===== src/rtl/shift_arb.sv =====
// shift_arb: one registered 32-bit shift/rotate datapath shared by two requesters.
//
// Each requester raises req with op/value/shcnt and holds them until it sees ack.
// Requests are sampled only while idle; the granted operands are latched, the
// shifter evaluates them in the following cycle and the result lands in that
// requester's res register, with a one-cycle ack pulse in the cycle after that.
// One operation is in flight at a time (3 cycles per operation).
//
// Parameters:
//   FAIR      1 = round-robin when both request, 0 = r0 always wins
// Ports:
//   clk_i        clock, rising edge
//   rst_i        asynchronous reset, active-high
//   rN_req_i     requester N operation request
//   rN_op_i      00=lsl 01=lsr 10=asr 11=ror
//   rN_value_i   operand to shift
//   rN_shcnt_i   shift/rotate count 0..31
//   rN_ack_o     one-cycle pulse: rN operation complete, rN_res_o valid
//   rN_res_o     last result delivered to requester N (held)
//   busy_o       high while an operation is executing or completing
module shift_arb #(
  parameter int unsigned FAIR = 1
) (
  input  logic        clk_i,
  input  logic        rst_i,
  input  logic        r0_req_i,
  input  logic [1:0]  r0_op_i,
  input  logic [31:0] r0_value_i,
  input  logic [4:0]  r0_shcnt_i,
  output logic        r0_ack_o,
  output logic [31:0] r0_res_o,
  input  logic        r1_req_i,
  input  logic [1:0]  r1_op_i,
  input  logic [31:0] r1_value_i,
  input  logic [4:0]  r1_shcnt_i,
  output logic        r1_ack_o,
  output logic [31:0] r1_res_o,
  output logic        busy_o
);

  typedef enum logic [1:0] {StIdle, StExec, StDone} state_e;

  state_e      state_q;
  logic [1:0]  op_q;
  logic [31:0] value_q;
  logic [4:0]  shcnt_q;
  logic        owner_q;       // 0 = r0, 1 = r1
  logic        last_grant_q;  // owner of the most recent grant
  logic [31:0] r0_res_q, r1_res_q;
  logic        r0_ack_q, r1_ack_q;
  logic        busy_q;

  logic        grant_valid;
  logic        grant_owner;
  logic [31:0] shift_res;
  logic [63:0] rot_wide;

  // Arbitration between the two requesters, only acted on in StIdle.
  always_comb begin
    grant_valid = r0_req_i | r1_req_i;
    grant_owner = 1'b0;
    if (r0_req_i && r1_req_i) begin
      grant_owner = (FAIR != 0) ? ~last_grant_q : 1'b0;
    end else begin
      grant_owner = r1_req_i;
    end
  end

  // Shifter works from the latched operands only.
  always_comb begin
    // Rotate right as a funnel shift of the operand concatenated with itself.
    rot_wide  = {value_q, value_q} >> shcnt_q;
    shift_res = value_q;
    case (op_q)
      2'b00:   shift_res = value_q << shcnt_q;
      2'b01:   shift_res = value_q >> shcnt_q;
      2'b10:   shift_res = $unsigned($signed(value_q) >>> shcnt_q);
      default: shift_res = rot_wide[31:0];
    endcase
  end

  always_ff @(posedge clk_i or posedge rst_i) begin
    if (rst_i) begin
      state_q      <= StIdle;
      op_q         <= 2'b00;
      value_q      <= 32'd0;
      shcnt_q      <= 5'd0;
      owner_q      <= 1'b0;
      last_grant_q <= 1'b1;  // r0 wins the first contest
      r0_res_q     <= 32'd0;
      r1_res_q     <= 32'd0;
      r0_ack_q     <= 1'b0;
      r1_ack_q     <= 1'b0;
      busy_q       <= 1'b0;
    end else begin
      case (state_q)
        StIdle: begin
          r0_ack_q <= 1'b0;
          r1_ack_q <= 1'b0;
          if (grant_valid) begin
            op_q         <= grant_owner ? r1_op_i    : r0_op_i;
            value_q      <= grant_owner ? r1_value_i : r0_value_i;
            shcnt_q      <= grant_owner ? r1_shcnt_i : r0_shcnt_i;
            owner_q      <= grant_owner;
            last_grant_q <= grant_owner;
            busy_q       <= 1'b1;
            state_q      <= StExec;
          end
        end
        StExec: begin
          if (owner_q) begin
            r1_res_q <= shift_res;
            r1_ack_q <= 1'b1;
          end else begin
            r0_res_q <= shift_res;
            r0_ack_q <= 1'b1;
          end
          busy_q  <= 1'b1;
          state_q <= StDone;
        end
        StDone: begin
          r0_ack_q <= 1'b0;
          r1_ack_q <= 1'b0;
          busy_q   <= 1'b0;
          state_q  <= StIdle;
        end
        default: begin
          r0_ack_q <= 1'b0;
          r1_ack_q <= 1'b0;
          busy_q   <= 1'b0;
          state_q  <= StIdle;
        end
      endcase
    end
  end

  assign r0_ack_o = r0_ack_q;
  assign r1_ack_o = r1_ack_q;
  assign r0_res_o = r0_res_q;
  assign r1_res_o = r1_res_q;
  assign busy_o   = busy_q;

endmodule


===== config.mk =====
export PLATFORM = sky130hd
export DESIGN_NAME = shift_arb
export DESIGN_NICKNAME = d
export VERILOG_FILES = /design/src/rtl/shift_arb.sv
export SDC_FILE = /design/constraint.sdc
export NUM_CORES = 1
export LEC_CHECK = 0
export ABC_AREA = 1
export BUFFER_PORTS_ARGS = -buffer_cell sky130_fd_sc_hd__buf_2
export CAP_MARGIN = 20
export CORE_UTILIZATION = 59
export CTS_BUF_LIST = sky130_fd_sc_hd__clkbuf_4 sky130_fd_sc_hd__clkbuf_8
export DETAILED_ROUTE_END_ITERATION = 8
export PLACE_DENSITY = 0.84
export SLEW_MARGIN = 40
export SYNTH_ARGS = -nofsm -noshare
export SYNTH_HDL_FRONTEND = slang
export SYNTH_SLANG_ARGS = --single-unit

===== constraint.sdc =====
create_clock -name clk_i -period 3.6 [get_ports clk_i]
set_clock_uncertainty 0.1 [all_clocks]
set_input_delay 0.36 -clock clk_i [delete_from_list [all_inputs] [get_ports clk_i]]
set_output_delay 0.36 -clock clk_i [all_outputs]
set_load 0.1 [all_outputs]

**Yosys cells after proc, flatten, opt, wreduce, memory -nomap -nowiden**

Cells that the tools add are included.

- Register bits: 110
- Input bits: 82
- Output and inout bits: 67
- Word-level logic and storage cells: 43

- Eq/ne operators: 6
- Shift-type cells: 4
- Mux-type cells: 13
- Bitwise logic cells: 3
- Reduce and logical (&&, ||, !) cells: 6

Operators by type and width:

| kind | count |
|---|---|
| $pmux W32 S3 | 1 |
| $shr A64 B5 Y32 | 1 |
| $mux W32 | 1 |
| $shl A32 B5 Y32 | 1 |
| $shr A32 B5 Y32 | 1 |
| $sshr A32 B5 Y32 | 1 |
| $mux W1 | 6 |
| $ne A2 B2 Y1 const B | 3 |
| $reduce_and A2 Y1 | 3 |
| $mux W5 | 1 |
| $eq A2 B1 Y1 const B | 2 |
| $logic_not A2 Y1 | 2 |
| $mux W2 | 2 |
| $pmux W2 S2 | 1 |
| $eq A2 B2 Y1 const B | 1 |
| $not A1 Y1 | 2 |
| $pmux W1 S2 | 1 |
| $logic_and A1 B1 Y1 | 1 |
| $or A1 B1 Y1 | 1 |

**Longest topological paths before layout**

- Depth after elaboration: 3
- Gate-level depth with buffers: 17
- Gate-level depth less buffers: 16

**Least setup slack after synthesis**

Ideal clock, no wire load.

- Path kind: reg-to-reg
- Start: register shcnt_q[1]
- End: register r0_res_q[20], in the netlist r0_res_o[20]
- Setup time: 0.120 ns
- Arrival time: 1.427 ns
- Path slack: 1.953 ns
- Cell stages (with the launch flop): 14
- Path buffers: 3
- Period minus slack after synthesis: 1.647 ns
- Path through: dfrtp_1 -> buf_6 -> inv_2 -> buf_6 -> buf_6 -> nand3_1 -> nand3_1 -> nand3_1 -> nand3_1 -> nand3_1 -> nor2_1 -> nand2_1 -> nand2_1 -> nand2_1

- Cells in the longest elaborated chain, start to end: 2
- Elaborated cells between the ends (all ways): 5
- Those cells by class: shift: 4; mux: 1

Ends and longest elaborated chain:

| what | RTL line | RTL |
|---|---|---|
| start: declaration | 46 | `logic [4:0] shcnt_q;` |
| start signal: assignment | 103 | `shcnt_q <= grant_owner ? r1_shcnt_i : r0_shcnt_i;` |
| $shr A64 B5 Y32 (tied with other cells) | 72 | `rot_wide = {value_q, value_q} >> shcnt_q;` |
| $pmux W32 S3 * | 74 | `case (op_q)` |
| end signal: assignment | 115 | `r0_res_q <= shift_res;` |
| end: declaration | 49 | `logic [31:0] r0_res_q, r1_res_q;` |

Every way passes the cells marked *; elsewhere a longest branch is shown, timed or not.
A chain may end at the register's enable or synchronous reset.

**Final worst setup path**

- Start: register shcnt_q[1]
- End: register r1_res_q[26], in the netlist r1_res_o[26]

- Cells in the longest elaborated chain, start to end: 2
- Elaborated cells between the ends (all ways): 5
- Those cells by class: shift: 4; mux: 1

Ends and longest elaborated chain:

| what | RTL line | RTL |
|---|---|---|
| $shr A64 B5 Y32 (tied with other cells) | 72 |  |
| $pmux W32 S3 * | 74 |  |
| end signal: assignment | 112 | `r1_res_q <= shift_res;` |
| end: declaration | 49 |  |

Marks and branches as above.

==> results.yml <==
place:
  post-place-ws_ns: 1.30
  dpl.hpwl_mm: 22.7
  gp_congestion: 1.02
  port_buffers: 148
yosys:
  yosys.cell_types.count: 36
  synth_top_cell_area_share: 0.323
  ys_warn_count: 0
  synth-seq-area-share: 0.326
  synth_area_leaders: "dfrtp_1 32%, nand3_1 22%, nand2_1 22%, nor2_1 3.2%, a31oi_1 2.4%"
  synth.most_common_cell: "nand2_1"
  netlist_instances: 1342
  synth_top_cell_by_area: "dfrtp_1"
  ys_top_cells_by_count: "495 x nand2_1, 373 x nand3_1, 109 x dfrtp_1, 71 x nor2_1, 40 x buf_2"
  synth_area_um2: 8460
  async_flop_share: 1.00
  synthesis.nets: 1424
  synth_flop_cell: "dfrtp_1"
  avgSynthCellArea_um2: 6.30
  ys_ff_latch: 110
  synth_edf_count: 0
floorplan:
  io_pins: 149
  core_um2: 13900
  dieArea_um2: 14800
  rows: 43
  start_util: 0.607
  die_height_um: 122
  fp.dieW_um: 122
clocking:
  clkLatencyLatePin_ns: 0.41
  clk_path_buf_depth: 2
  postCtsSetupRepairBufs: 0
  cts_root_buf: "clkbuf_8"
  post_cts_resized: 0
  cts_tree: "built"
  clk_pin_slew_ns: 0.13
  clock-sinks: 110
  numCtsBuffers: 9
  h-tree-depth: 3
sta:
  fin_crit_ns: 2.42
  worst_slack_ns: 1.18
  finalSetupViolCount: 0
  rsz0062_at_grt: "false"
  drv_slew: 0
  max_freq_ghz: 0.412
  fin_tns_setup_ns: 0
  whs_ns: 0.0783
  finalHoldViolations: 0
  period_share: 0.674
  slew_headroom: 0.425
  worst_slew_pin_slew_ns: 0.862
grt:
  grt_overflow_total: 0
  grt_usage: 0.432
  grt_pass1_vias: 9388
  grt_start_max_net_pins: 73
  antenna_found_initial: 0
  grt_pass1_wl_mm: 48.8
detailed_routing:
  drc: 0
  wl_mm: 30.6
  wl_per_cell_um: 18.9
  vias: 10100
  dr.pass1.iters: 8
  drtAntennaViolNets: 0
  drt-vias-per-instance: 6.27
  drt_iter0_markers: 1381
setup_path:
  cp_max_fo: 62
  reg2reg_depth: 10
  critical_path_class: "register to register"
  crit_start: "shcnt_q[1]$_DFFE_PP0P_"
  crit_required_ns: 3.79
  crit_arrival_ns: 2.62
  reg2reg_from: "shcnt_q[1]$_DFFE_PP0P_"
  r2r_end: "r1_res_o[26]$_DFFE_PP0P_"
  rrSetupSlack_ns: 1.18
  end_kind: "register"
  cp-start-kind: "register"
layout:
  drive_above_1_share: 0.169
  insertedDiodeCount: 0
  nNetsFinal: 1515
  n_fill_cell: 1274
  area_growth_pct: 10.5
worst_hold_path:
  hold_depth: 3
  hold_path.class: "primary input to register"
  worstHoldEndpoint: "value_q[30]$_DFFE_PP0P_"
  min-delay-start: "r1_value_i[30]"
job:
  maxCapViolCount: 0
status:
  status: "completed"
[final cells by class]
type                    count  area, um2  area share
clock inverters             7       88.8     0.00950
repair buffers            172        961       0.103
clock buffers               9        124      0.0133
well taps                 180        225      0.0241
multi-input cells        1104       5050       0.540
inverters                  36        148      0.0158
flip-flops and latches    110       2750       0.295
[repair_timing]
action / CTS / global route
endpoints found under the setup margin: 0 / 0
endpoints found under the hold margin: 54 / 0
hold buffers: 1 / 0
[logic make-up (layout without fill, tap and decap cells)]
| family | after synthesis | after routing | synth area share |
|---|---|---|---|
| AND/OR/NAND/NOR | 984 | 984 | 0.513 |
| buffers and inverters | 128 | 224 | 0.0789 |
| AO/OA/AOI/OAI | 120 | 120 | 0.0829 |
| flip-flops | 110 | 110 | 0.326 |
[through the flow]
step / util / instance area, um2 / cells
floorplan: - / 8460 / 1342
global placement: 0.655 / 9120 / 1601
detailed placement: 0.655 / 9130 / 1601
CTS: 0.671 / 9350 / 1618
global route: 0.671 / 9350 / 1618
finish: 0.671 / 9350 / 1618
[worst max-delay path, stage by stage, from the launching register on]
cell	delay (ns)
dfrtp_1	0.38
buf_4	0.52
nand3_1	0.20
nand3_1	0.16
nand2_1	0.12
o21ai_1	0.34
o21ai_1	0.10
nor2_1	0.12
nand2_1	0.08
nand2_1	0.06
nand2_1	0.07
[flip-flops by register name, indices dropped and copies added, names as in the netlist]
name,flops
state_q,2
busy_o,1
op_q,2
shcnt_q,5
r1_res_o,32
value_q,32
r1_ack_o,1
r0_ack_o,1
r0_res_o,32
owner_q,1
last_grant_q,1
[worst max path at each step]
| stage | endpoint | slack (ns) |
|---|---|---|
| after floorplan | busy_o$_DFFE_PP0P_ | 0.24 |
| after global placement | r0_res_o[18]$_DFFE_PP0P_ | 1.25 |
| after detailed placement | r1_res_o[26]$_DFFE_PP0P_ | 1.30 |
| after CTS | r1_res_o[23]$_DFFE_PP0P_ | 1.26 |
| after global routing | r1_res_o[29]$_DFFE_PP0P_ | 1.02 |
| final | r1_res_o[26]$_DFFE_PP0P_ | 1.18 |
[routing by layer]
| layer | up-vias | part of all wire | track usage |
|---|---|---|---|
| li1 | 4661 | - | - |
| met4 | 0 | 0.062 | 0.260 |
| met3 | 123 | 0.10 | 0.0754 |
| met5 | - | 0 | 0 |
| met1 | 4707 | 0.39 | 0.553 |
| met2 | 654 | 0.45 | 0.681 |
[placed cells by master, fill, tap and decap left out, drive strengths merged, types with 2 or more instances in the layout]
cell type	instances
a2bb2oi	2
a31oi	33
o211ai	2
a21o	5
buf	171
o21ai	38
clkbuf	9
clkinv	5
nor3	3
dfrtp	109
nand2	525
nor2	78
inv	37
o22ai	7
nand3	376
a21oi	24
o21bai	6
Power is left out: the tool's default activity adds up to more than one toggle a clock period on the data nets, which glitch-free logic cannot reach.
